`config.mk`:
```
export PLATFORM = sky130hd
export DESIGN_NAME = count_monitor_display
export DESIGN_NICKNAME = d
export VERILOG_FILES = /design/src/rtl/count_monitor_display.sv
export SDC_FILE = /design/constraint.sdc
export NUM_CORES = 1
export LEC_CHECK = 0
export ABC_CLOCK_PERIOD_IN_PS = 7800
export CORE_MARGIN = 2
export CORE_UTILIZATION = 55
export DETAILED_ROUTE_END_ITERATION = 10
export PLACE_DENSITY = 0.88
export SLEW_MARGIN = 10
export SYNTH_ARGS = -nofsm -noshare
export SYNTH_HDL_FRONTEND = slang
export SYNTH_SLANG_ARGS = --single-unit
```
`constraint.sdc`:
```
create_clock -name clk -period 7.8 [get_ports clk]
set_clock_uncertainty 0.05 [all_clocks]
set_input_delay 1.56 -clock clk [delete_from_list [all_inputs] [get_ports clk]]
set_output_delay 1.56 -clock clk [all_outputs]
set_load 0.05 [all_outputs]
```
`src/rtl/count_monitor_display.sv`:
```
// count_monitor_display: watches a free-running counter value, classifies each
// step (hold / increment / wrap / restart / error), counts wraps, and scans the
// live count and the wrap count onto a 2-digit active-low 7-segment display.
module count_monitor_display #(
  parameter int unsigned WIDTH       = 4,
  parameter int unsigned WRAP_W      = 4,
  parameter int unsigned REFRESH_DIV = 4
) (
  input  logic              clk,
  input  logic              reset,
  input  logic [WIDTH-1:0]  q,
  output logic              wrap_pulse,
  output logic              restart,
  output logic              step_err,
  output logic [WRAP_W-1:0] wrap_cnt,
  output logic [6:0]        seg,
  output logic [1:0]        an
);

  localparam int unsigned     DIV_W    = (REFRESH_DIV > 1) ? $clog2(REFRESH_DIV) : 1;
  localparam logic [DIV_W-1:0] DIV_LAST = DIV_W'(REFRESH_DIV - 1);
  localparam logic [WIDTH-1:0] Q_MAX    = '1;

  typedef enum logic {
    DIG0 = 1'b0,
    DIG1 = 1'b1
  } scan_state_t;

  logic [WIDTH-1:0]  q_d;
  logic              primed;
  logic              step_hold;
  logic              step_inc;
  logic              step_wrap;
  logic              step_restart;
  logic              step_bad;
  logic [WRAP_W-1:0] wrap_next;

  scan_state_t       state;
  scan_state_t       state_next;
  logic [DIV_W-1:0]  div_cnt;
  logic [DIV_W-1:0]  div_next;
  logic [1:0]        an_next;
  logic [6:0]        seg_next;

  // Active-low gfedcba pattern for one hex digit.
  function automatic logic [6:0] hex7(input logic [3:0] v);
    logic [6:0] s;
    case (v)
      4'h0: s = 7'b1000000;
      4'h1: s = 7'b1111001;
      4'h2: s = 7'b0100100;
      4'h3: s = 7'b0110000;
      4'h4: s = 7'b0011001;
      4'h5: s = 7'b0010010;
      4'h6: s = 7'b0000010;
      4'h7: s = 7'b1111000;
      4'h8: s = 7'b0000000;
      4'h9: s = 7'b0010000;
      4'hA: s = 7'b0001000;
      4'hB: s = 7'b0000011;
      4'hC: s = 7'b1000110;
      4'hD: s = 7'b0100001;
      4'hE: s = 7'b0000110;
      default: s = 7'b0001110;
    endcase
    return s;
  endfunction

  // Classify the incoming sample against the previous one; nothing is judged until primed.
  always_comb begin
    step_hold    = 1'b0;
    step_inc     = 1'b0;
    step_wrap    = 1'b0;
    step_restart = 1'b0;
    step_bad     = 1'b0;
    wrap_next    = wrap_cnt;
    if (primed) begin
      step_hold    = (q == q_d);
      step_inc     = (q_d != Q_MAX) && (q == WIDTH'(q_d + 1'b1));
      step_wrap    = (q_d == Q_MAX) && (q == '0);
      step_restart = (q == '0) && (q_d != '0) && (q_d != Q_MAX);
      step_bad     = !(step_hold || step_inc || step_wrap || step_restart);
    end
    if (step_wrap) begin
      wrap_next = WRAP_W'(wrap_cnt + 1'b1);
    end
  end

  // Sample register, step flags and wrap counter.
  always_ff @(posedge clk) begin
    if (!reset) begin
      q_d        <= '0;
      primed     <= 1'b0;
      wrap_pulse <= 1'b0;
      restart    <= 1'b0;
      step_err   <= 1'b0;
      wrap_cnt   <= '0;
    end else begin
      q_d        <= q;
      primed     <= 1'b1;
      wrap_pulse <= step_wrap;
      restart    <= step_restart;
      step_err   <= step_err | step_bad;
      wrap_cnt   <= wrap_next;
    end
  end

  // Scan next-state plus display drive; seg tracks the freshly sampled values so it
  // matches q_d and wrap_cnt in the same cycle.
  always_comb begin
    state_next = state;
    div_next   = DIV_W'(div_cnt + 1'b1);
    an_next    = 2'b10;
    seg_next   = hex7(4'(q));
    if (div_cnt == DIV_LAST) begin
      div_next   = '0;
      state_next = (state == DIG0) ? DIG1 : DIG0;
    end
    if (state_next == DIG1) begin
      an_next  = 2'b01;
      seg_next = hex7(4'(wrap_next));
    end
  end

  // Scan state register and registered display outputs.
  always_ff @(posedge clk) begin
    if (!reset) begin
      state   <= DIG0;
      div_cnt <= '0;
      an      <= 2'b10;
      seg     <= 7'b1000000;
    end else begin
      state   <= state_next;
      div_cnt <= div_next;
      an      <= an_next;
      seg     <= seg_next;
    end
  end

endmodule

```
==> impl_summary.md, run 1 <==
Run status
The flow ran to the end, and the final reports show no timing, DRC or antenna violations.

Cells and area
The net total in the final layout is about 230. After filler insertion, the fill cell instance count of the layout stands at 244. The fraction of layout cells with a size suffix above 1 is between 4 and 5%. The layout overhead on the synthesized area is 12.6%. The post-layout instance count excluding filler cells is 244. The antenna diode instance count is 0.

Synth
The sequential area share after synthesis is a little over a quarter. A synthesized cell averages 8.51 um^2. The post-synthesis instance area is 1680 um^2. For this run, asynchronously set or reset flops after synthesis account for 0%. The number of instances in the synthesized netlist is 197. In this run, synthesis produced a sequential element count of 23. In this run, distinct cell masters in the synthesized netlist total 52. The count of yosys warnings during synthesis is 0. Counting every net in the synthesized netlist gives 218.

The number of flops mapped to enable cells by yosys is 0. Among all flip-flop cells after synthesis, the most frequent one is sky130_fd_sc_hd__dfxtp_1.

Timing
The post-route fraction of the period consumed by the critical path is 56.5%. The number of max-slew violations in the final report is 0. Summed over all failing endpoints, the final setup total negative slack is 0 ns.

The highest attainable clock frequency is 227 MHz. Setup repair after global routing left no endpoint under its margin. The worst slew margin relative to its limit is 55.8%. The slew at the pin with the worst max-slew slack is 0.661 ns. The post-route minimum period is 4.40 ns. The number of hold violations in the final report was 0. The count of final setup violators is 0.

Detailed routing
For this run, design rule violations remaining after detail routing come to 0. The first routing iteration left 49 violations. For this block, the via count after detailed routing is 1467. The residual antenna-violating net count after detailed routing is 0. In the routed layout, each cell is associated on average with a via count of 6.01. The first detailed-routing pass took 4 iterations. After detailed routing, the average wire length per cell comes to 14.0 um.

Wire segments on met3 add up to about 130 um in the final route. The final layout contains routed wiring with a total length of ~3.4 mm. The highest metal layer with signal wires is met4. The detailed route wirelength on metal2 is 1.64 mm. The met1 routed wirelength after detailed routing is 1.64 mm.

Placement
Routability-driven placement finished with a final weighted congestion of roughly 0.86. Summed over all nets, the half-perimeter wirelength after detailed placement is about 2.6 mm. During placement, the flow inserted port buffers numbering 21.

Once placement completed, the tool counted placed cells totaling 240.

CTS
In this run the deepest clock path goes through 2 buffers. Counting every sink on the clock net gives 23. The clock tree from TritonCTS is built. The clock transition at the register clock pins on the worst setup and hold paths after CTS is between 0.1 and 0.15 ns. Post-CTS repair changed the size of 0 cells. Buffers inserted to repair hold after CTS numbered 0.

The root buffer cell chosen for the clock tree is sky130_fd_sc_hd__clkbuf_4. For the worst-skew pair, the clock arrives at the later sink with an insertion delay of 0.31 ns. Clock tree synthesis inserted a total of 3 buffers.

In this run the number of H-tree levels came out at 1. In this run the post-CTS setup repair buffer count came out at 0.

Worst setup path
In this run the worst path has a maximum fanout of 8. The worst register-to-register path has a depth of 10. The worst setup path is captured at a register. The worst flop-to-flop path startpoint is q_d[0]$_SDFF_PN0_.

At the worst endpoint, the required time is 7.95 ns. The category of the worst setup path launch point is an input port. The arrival time reported for the critical path endpoint is 4.56 ns. By startpoint and endpoint, the worst setup path is classified as input port to register. The beginning of the critical path is q[1]. The slack of the worst reg-to-reg path is approximately 5.1 ns. The endpoint of the most critical register-to-register path is seg[1]$_SDFF_PN0_.

Global route
The number of global-route vias before repair came to between 1000 and 1500. For this run the aggregate overflow at the end of global routing stands at 0. Entering global routing, the biggest net connects 23 pins. The first-pass GRT wire length is ~6 mm. The number of antenna violations at the first check in global routing is 0. Global routing consumed, over all layers together, 21.7% of the routing resources.

Flow run
Max-cap violations in this run came to 0.

Min path
The worst hold path startpoint is div_cnt[0]$_SDFF_PP0_. Counting instances, the worst hold path has a depth of 1. The worst-case hold path end point is div_cnt[0]$_SDFF_PP0_. The type of the most critical hold path is register to register.

Pwr
Power spread over the standard cell area amounts to 135 nW/um^2. The worst-case vdd ir drop is 0.0714 mV. Total power for the finished layout comes to 0.000256 W. The leakage power summed over all cells is 0.787 nW.

Floorplan
The initial utilization of the core area, before any placement, comes to 56.3%. The count of pins on the block boundary is 22. The die is between 50 and 60 um wide.

The height of the die is 59.2 um. The die covers 3510 um^2. The core area is ~3000 um^2.

The initialized floorplan defines 20 standard-cell rows.
[area by class of cell]
| cell class | instances | area (um^2) | share of cell area [%] |
|---|---|---|---|
| tap | 33 | 41.3 | 2.19 |
| multi-input combinational | 150 | 1100 | 58.3 |
| inverter | 13 | 48.8 | 2.58 |
| sequential | 23 | 460 | 24.4 |
| clock buffer | 4 | 26.3 | 1.39 |
| timing repair buffer | 21 | 210 | 11.1 |
[flip-flops by register name, indices dropped and copies added (netlist names)]
name	count
q_d	4
an	2
wrap_cnt	4
seg	7
wrap_pulse	1
primed	1
restart	1
step_err	1
div_cnt	2
[synth_stat cells, types with 2 or more instances]
library cell / n / area (um^2)
sky130_fd_sc_hd__and2_1: 7 / 43.8
sky130_fd_sc_hd__xor2_1: 3 / 26.3
sky130_fd_sc_hd__ha_1: 15 / 188
sky130_fd_sc_hd__mux2i_1: 5 / 50.1
sky130_fd_sc_hd__a221oi_1: 2 / 17.5
sky130_fd_sc_hd__nor3_1: 2 / 10.0
sky130_fd_sc_hd__nor3b_1: 2 / 15.0
sky130_fd_sc_hd__inv_1: 13 / 48.8
sky130_fd_sc_hd__clkbuf_1: 5 / 18.8
sky130_fd_sc_hd__o21ai_0: 15 / 75.1
sky130_fd_sc_hd__a31oi_1: 7 / 43.8
sky130_fd_sc_hd__nor2_1: 8 / 30.0
sky130_fd_sc_hd__buf_6: 2 / 22.5
sky130_fd_sc_hd__a21oi_1: 10 / 50.1
sky130_fd_sc_hd__buf_4: 2 / 15.0
sky130_fd_sc_hd__o211ai_1: 3 / 22.5
sky130_fd_sc_hd__nand4_1: 4 / 25.0
sky130_fd_sc_hd__xnor2_1: 8 / 70.1
sky130_fd_sc_hd__nand2_1: 13 / 48.8
sky130_fd_sc_hd__nand2b_1: 2 / 12.5
sky130_fd_sc_hd__dfxtp_1: 23 / 460
sky130_fd_sc_hd__a21boi_0: 2 / 15.0
sky130_fd_sc_hd__nand3_1: 9 / 45.0
sky130_fd_sc_hd__nor2b_1: 5 / 31.3
sky130_fd_sc_hd__and3_1: 3 / 18.8
[per-layer routing]
layer,global-route usage (%),up-vias
met5,0,-
met4,6.49,0
met3,2.40,4
met2,34.2,44
met1,31.1,682
li1,-,737
[worst max-delay path: stages]
cell	delay, ns
sky130_fd_sc_hd__clkdlybuf4s50_1	0.56
sky130_fd_sc_hd__inv_1	0.19
sky130_fd_sc_hd__ha_1	0.32
sky130_fd_sc_hd__and4bb_1	0.44
sky130_fd_sc_hd__nand2_4	0.09
sky130_fd_sc_hd__mux2i_1	0.37
sky130_fd_sc_hd__inv_1	0.15
sky130_fd_sc_hd__ha_1	0.34
sky130_fd_sc_hd__o21ai_0	0.09
sky130_fd_sc_hd__a31oi_1	0.16
sky130_fd_sc_hd__a21boi_0	0.18
sky130_fd_sc_hd__o21ai_0	0.11
[where the power goes]
part	switching, W	internal [W]	total, W
Clock	0.0000350	0.0000200	0.0000550
Sequential	0.00000432	0.000126	0.000130
Combinational	0.0000434	0.0000270	0.0000704
[layout by cell type (no fill, tap or decap), types with 2 or more instances in the layout]
cell type / synthesis / routed
sky130_fd_sc_hd__clkbuf_4: 0 / 3
sky130_fd_sc_hd__a31oi_1: 7 / 7
sky130_fd_sc_hd__nand4_1: 4 / 4
sky130_fd_sc_hd__clkdlybuf4s50_1: 0 / 21
sky130_fd_sc_hd__nor2_1: 8 / 8
sky130_fd_sc_hd__o211ai_1: 3 / 3
sky130_fd_sc_hd__nand3_1: 9 / 9
sky130_fd_sc_hd__inv_1: 13 / 13
sky130_fd_sc_hd__and3_1: 3 / 3
sky130_fd_sc_hd__a21oi_1: 10 / 10
sky130_fd_sc_hd__a221oi_1: 2 / 2
sky130_fd_sc_hd__ha_1: 15 / 15
sky130_fd_sc_hd__nand2_1: 13 / 13
sky130_fd_sc_hd__o21ai_0: 15 / 15
sky130_fd_sc_hd__mux2i_1: 5 / 5
sky130_fd_sc_hd__and2_1: 7 / 7
sky130_fd_sc_hd__xor2_1: 3 / 3
sky130_fd_sc_hd__nor3_1: 2 / 2
sky130_fd_sc_hd__dfxtp_1: 23 / 23
sky130_fd_sc_hd__a21boi_0: 2 / 2
sky130_fd_sc_hd__nor3b_1: 2 / 2
sky130_fd_sc_hd__nand2b_1: 2 / 2
sky130_fd_sc_hd__nor2b_1: 5 / 5
sky130_fd_sc_hd__xnor2_1: 8 / 8
[metrics by stage]
stage	hold slack [ns]	setup slack, ns	cell area (um^2)	utilization, %
floorplan	0.353	4.09	1680	-
global placement	0.370	3.23	1860	62.5
detailed placement	0.371	3.09	1860	62.5
CTS	0.389	3.43	1890	63.4
global route	0.396	3.13	1890	63.4
finish	0.388	3.40	1890	63.4
[cells by family after synthesis]
group	Yosys count	share of synthesized area, %
muxes	7	5.22
AOI/OAI and AO/OA	51	19.8
DFF	23	27.5
adders and majority gates	15	11.2
buffers and inverters	24	6.87
xor gates and xnor gates	11	5.75
and+or+nand+nor	66	23.7
[worst max path at each step]
stage,endpoint,slack (ns),cells past startpoint
after global placement,seg[1]$_SDFF_PN0_,3.23,12
after CTS,seg[1]$_SDFF_PN0_,3.43,12
after detailed placement,seg[1]$_SDFF_PN0_,3.09,12
after floorplan,seg[1]$_SDFF_PN0_,4.09,12
after global routing,seg[1]$_SDFF_PN0_,3.13,12
final,seg[1]$_SDFF_PN0_,3.40,12
(Power assumes the default switching activity.)
==> inputs of run 2 (changes only) <==
--- a/config.mk
+++ b/config.mk
@@ -5,7 +5,7 @@
 export SDC_FILE = /design/constraint.sdc
 export NUM_CORES = 1
 export LEC_CHECK = 0
-export ABC_CLOCK_PERIOD_IN_PS = 7800
+export ABC_CLOCK_PERIOD_IN_PS = 4400
 export CORE_MARGIN = 2
 export CORE_UTILIZATION = 55
 export DETAILED_ROUTE_END_ITERATION = 10
==> constraint.sdc (replaced) <==
create_clock -name clk -period 4.4 [get_ports clk]
set_clock_uncertainty 0.05 [all_clocks]
set_input_delay 0.88 -clock clk [delete_from_list [all_inputs] [get_ports clk]]
set_output_delay 0.88 -clock clk [all_outputs]
set_load 0.05 [all_outputs]
==> run 2 against run 1 <==
Final cell count increased by 0.41%. Worst hold slack improved by 0.0017 ns. Sequential share of layout area down 0.097 points. Largest cell class unchanged. Largest power group unchanged.
==> impl_summary.md, run 2 (same netlist as run 1, synthesis figures left out) <==
Pwr
In this run the static leakage power is 0.792 nW. Of the total power, registers draw 50.7%. The portion of total power attributed to combinational logic is 27.8%. The part of the total power dissipated in the clock network is around 22%. In this run the power density over the cells is between 200 and 250 nW/um^2. IR analysis of the VDD net gives a maximum drop of around 0.16 mV. The power spent charging and discharging nets is 0.000148 W. Cell internal power was estimated by the tool at 0.000307 W.

Net switching is 32.6% of the power.

Worst setup path
At the worst endpoint, the required time is approximately 4.6 ns. The worst flop-to-flop path startpoint is q_d[0]$_SDFF_PN0_. In this run the worst path has a maximum fanout of 8. The worst register-to-register path ends at seg[4]$_SDFF_PN0_.

The beginning of the critical path is q[1]. The worst setup path is captured at a register. The logic depth of the worst register-to-register path is 10. The worst setup path is launched from an input port. The critical path is of the input port to register type. STA puts the critical path data arrival time at 3.93 ns. Setup slack on the worst reg-to-reg path comes out at ~1.7 ns.

Cells and area
The most common cell after layout, fill and taps aside is sky130_fd_sc_hd__dfxtp_1. The largest registers in the layout are seg: 7 flops, q_d: 4 flops, wrap_cnt: 4 flops. In the layout the commonest cells are sky130_fd_sc_hd__dfxtp_1, sky130_fd_sc_hd__clkdlybuf4s50_1, sky130_fd_sc_hd__o21ai_0, sky130_fd_sc_hd__ha_1. From synthesis to final layout, the design area changed by 13.1%. The layout has between 200 and 300 filler cells. After the last flow step, the layout net total stands at 234. The fraction of layout cells with a size suffix above 1 is 5.19%. The flip-flop count of the largest register, all copies and words added is 7. The register with the most flip-flops is seg. The number of antenna diodes in the final layout is 0.

Global route
The number of antenna violations at the first check in global routing is 0. The largest net degree at the start of global routing is 23. The first global-routing pass estimated 6.31 mm of wire. The all-layer global routing usage is 23.1%. The overflow left after global routing is 0. The number of global-route vias before repair is 1434.

Detailed routing
Wire segments on met3 add up to around 220 um in the final route. The highest metal layer with signal wires is met4. Dividing the detail-routed via count by the number of cells gives ~6.1. In this run, the number of DRC markers left after iteration 0 of detailed routing was 59. After detailed routing, the average wire length per cell comes to 14.6 um. The count of TritonRoute iterations in the first routing pass is 5.

The residual antenna-violating net count after detailed routing is 0. Summing over every cut layer, the via total after detailed routing is 1496. The final routed wirelength across all metal layers is 3.57 mm. The met1 routed wirelength after detailed routing is ~1.6 mm. The remaining routing DRC violations is 0. The detailed route wirelength on metal2 is 1.75 mm.

Min path
The cell depth of the worst hold path is 1. The path with the worst hold slack has its endpoint at div_cnt[0]$_SDFF_PP0_. The type of the most critical hold path is register to register. The worst hold path startpoint is div_cnt[0]$_SDFF_PP0_.

Floorplan
The number of placement rows is 20. The die is approximately 59 um tall. The total die area is around 3500 um^2.

The die is 59.2 um wide. The initial core utilization is 56.3%. The core area is 2980 um^2.

For this design the top-level I/O count stands at 22.

CTS
The number of buffers inserted to repair setup after CTS is 0. The number of buffers inserted for hold repair after clock tree synthesis is 0. The later pin in the worst-skew pair is clocked with a latency of between 0.3 and 0.4 ns. The deepest clock path buffer count is 2.

The clock drives 23 sinks. The post-CTS resize count is 0. CTS placed an instance of sky130_fd_sc_hd__clkbuf_4 at the clock tree root. The total clock buffers created by CTS is 3. In this run the number of H-tree levels came out at 1. The clock tree from TritonCTS is built.

The clock transition at the register clock pins on the worst setup and hold paths after CTS is 0.12 ns.

Placement
Detailed placement ended at an HPWL of 2.65 mm. At the end of routability-driven placement, the weighted congestion stood at 0.852. Before CTS, the worst setup slack after placement is around 0.37 ns. The count of buffers inserted at the top-level ports is 21.

Timing
The worst path in the final design needs a cycle of about 3.7 ns, including I/O delays and setup. The number of hold violations in the final report is 0. Headroom to the max-slew limit came out at between 50 and 60%.

The highest attainable clock frequency is 267 MHz. Setup violations remaining at the end of the flow were counted as 0. The number of max-slew violations in the final report is 0. Setup repair after global routing left no endpoint under its margin.

For the pin with the worst max-slew slack, the measured transition is about 0.66 ns. In the finished design, the share of the clock period the worst path needs comes to 85.0%. The sum of negative setup slack is 0 ns. After layout, the worst setup slack is 0.658 ns.

Run status
The run finished with clean final reports.

Flow run
The max-capacitance violation count is 0.
[run 2: area by class of cell]
type,count,area [um^2],area share [%]
flip-flops and latches,23,460,24.3
repair buffers,22,218,11.5
multi-input cells,150,1100,58.1
clock buffers,4,26.3,1.39
inverters,13,48.8,2.57
well taps,33,41.3,2.18
[run 2: power groups by stage]
stage | logic [W] | registers [W] | clock network (W)
floorplan | 0.0000580 | 0.000267 | 0
global placement | 0.000125 | 0.000235 | 0
detailed placement | 0.000126 | 0.000236 | 0
CTS | 0.000126 | 0.000231 | 0.000102
global route | 0.000136 | 0.000233 | 0.000111
finish | 0.000126 | 0.000231 | 0.0000979
[run 2: critical path, stage by stage]
cell                              delay (ns)
sky130_fd_sc_hd__clkdlybuf4s50_1        0.56
sky130_fd_sc_hd__inv_1                  0.19
sky130_fd_sc_hd__ha_1                   0.33
sky130_fd_sc_hd__and4bb_1               0.45
sky130_fd_sc_hd__nand2_4                0.09
sky130_fd_sc_hd__mux2i_1                0.36
sky130_fd_sc_hd__inv_1                  0.14
sky130_fd_sc_hd__ha_1                   0.23
sky130_fd_sc_hd__nor3b_1                0.19
sky130_fd_sc_hd__o21ai_0                0.10
sky130_fd_sc_hd__a41o_1                 0.25
sky130_fd_sc_hd__a21oi_1                0.15
[run 2: worst max path at each step]
stage | end | slack, ns
6_report | seg[4]$_SDFF_PN0_ | 0.66
5_1_grt | seg[1]$_SDFF_PN0_ | 0.42
4_1_cts | seg[4]$_SDFF_PN0_ | 0.69
3_5_place_dp | seg[1]$_SDFF_PN0_ | 0.37
3_3_place_gp | seg[1]$_SDFF_PN0_ | 0.53
2_1_floorplan | seg[1]$_SDFF_PN0_ | 1.37
[run 2: through the flow]
step,cells,area [um^2],util [%],hold slack (ns),power [W]
after floorplan,197,1680,-,0.353,0.000325
after CTS,245,1900,63.7,0.390,0.000460
final,245,1900,63.7,0.389,0.000455
after global placement,241,1870,62.8,0.369,0.000360
after global routing,245,1900,63.7,0.418,0.000479
after detailed placement,241,1870,62.8,0.372,0.000362
[run 2: layer usage]
metal,global-route usage (%),vias up
met3,3.49,4
met4,7.47,0
met1,29.2,692
li1,-,737
met5,0,-
met2,39.9,63
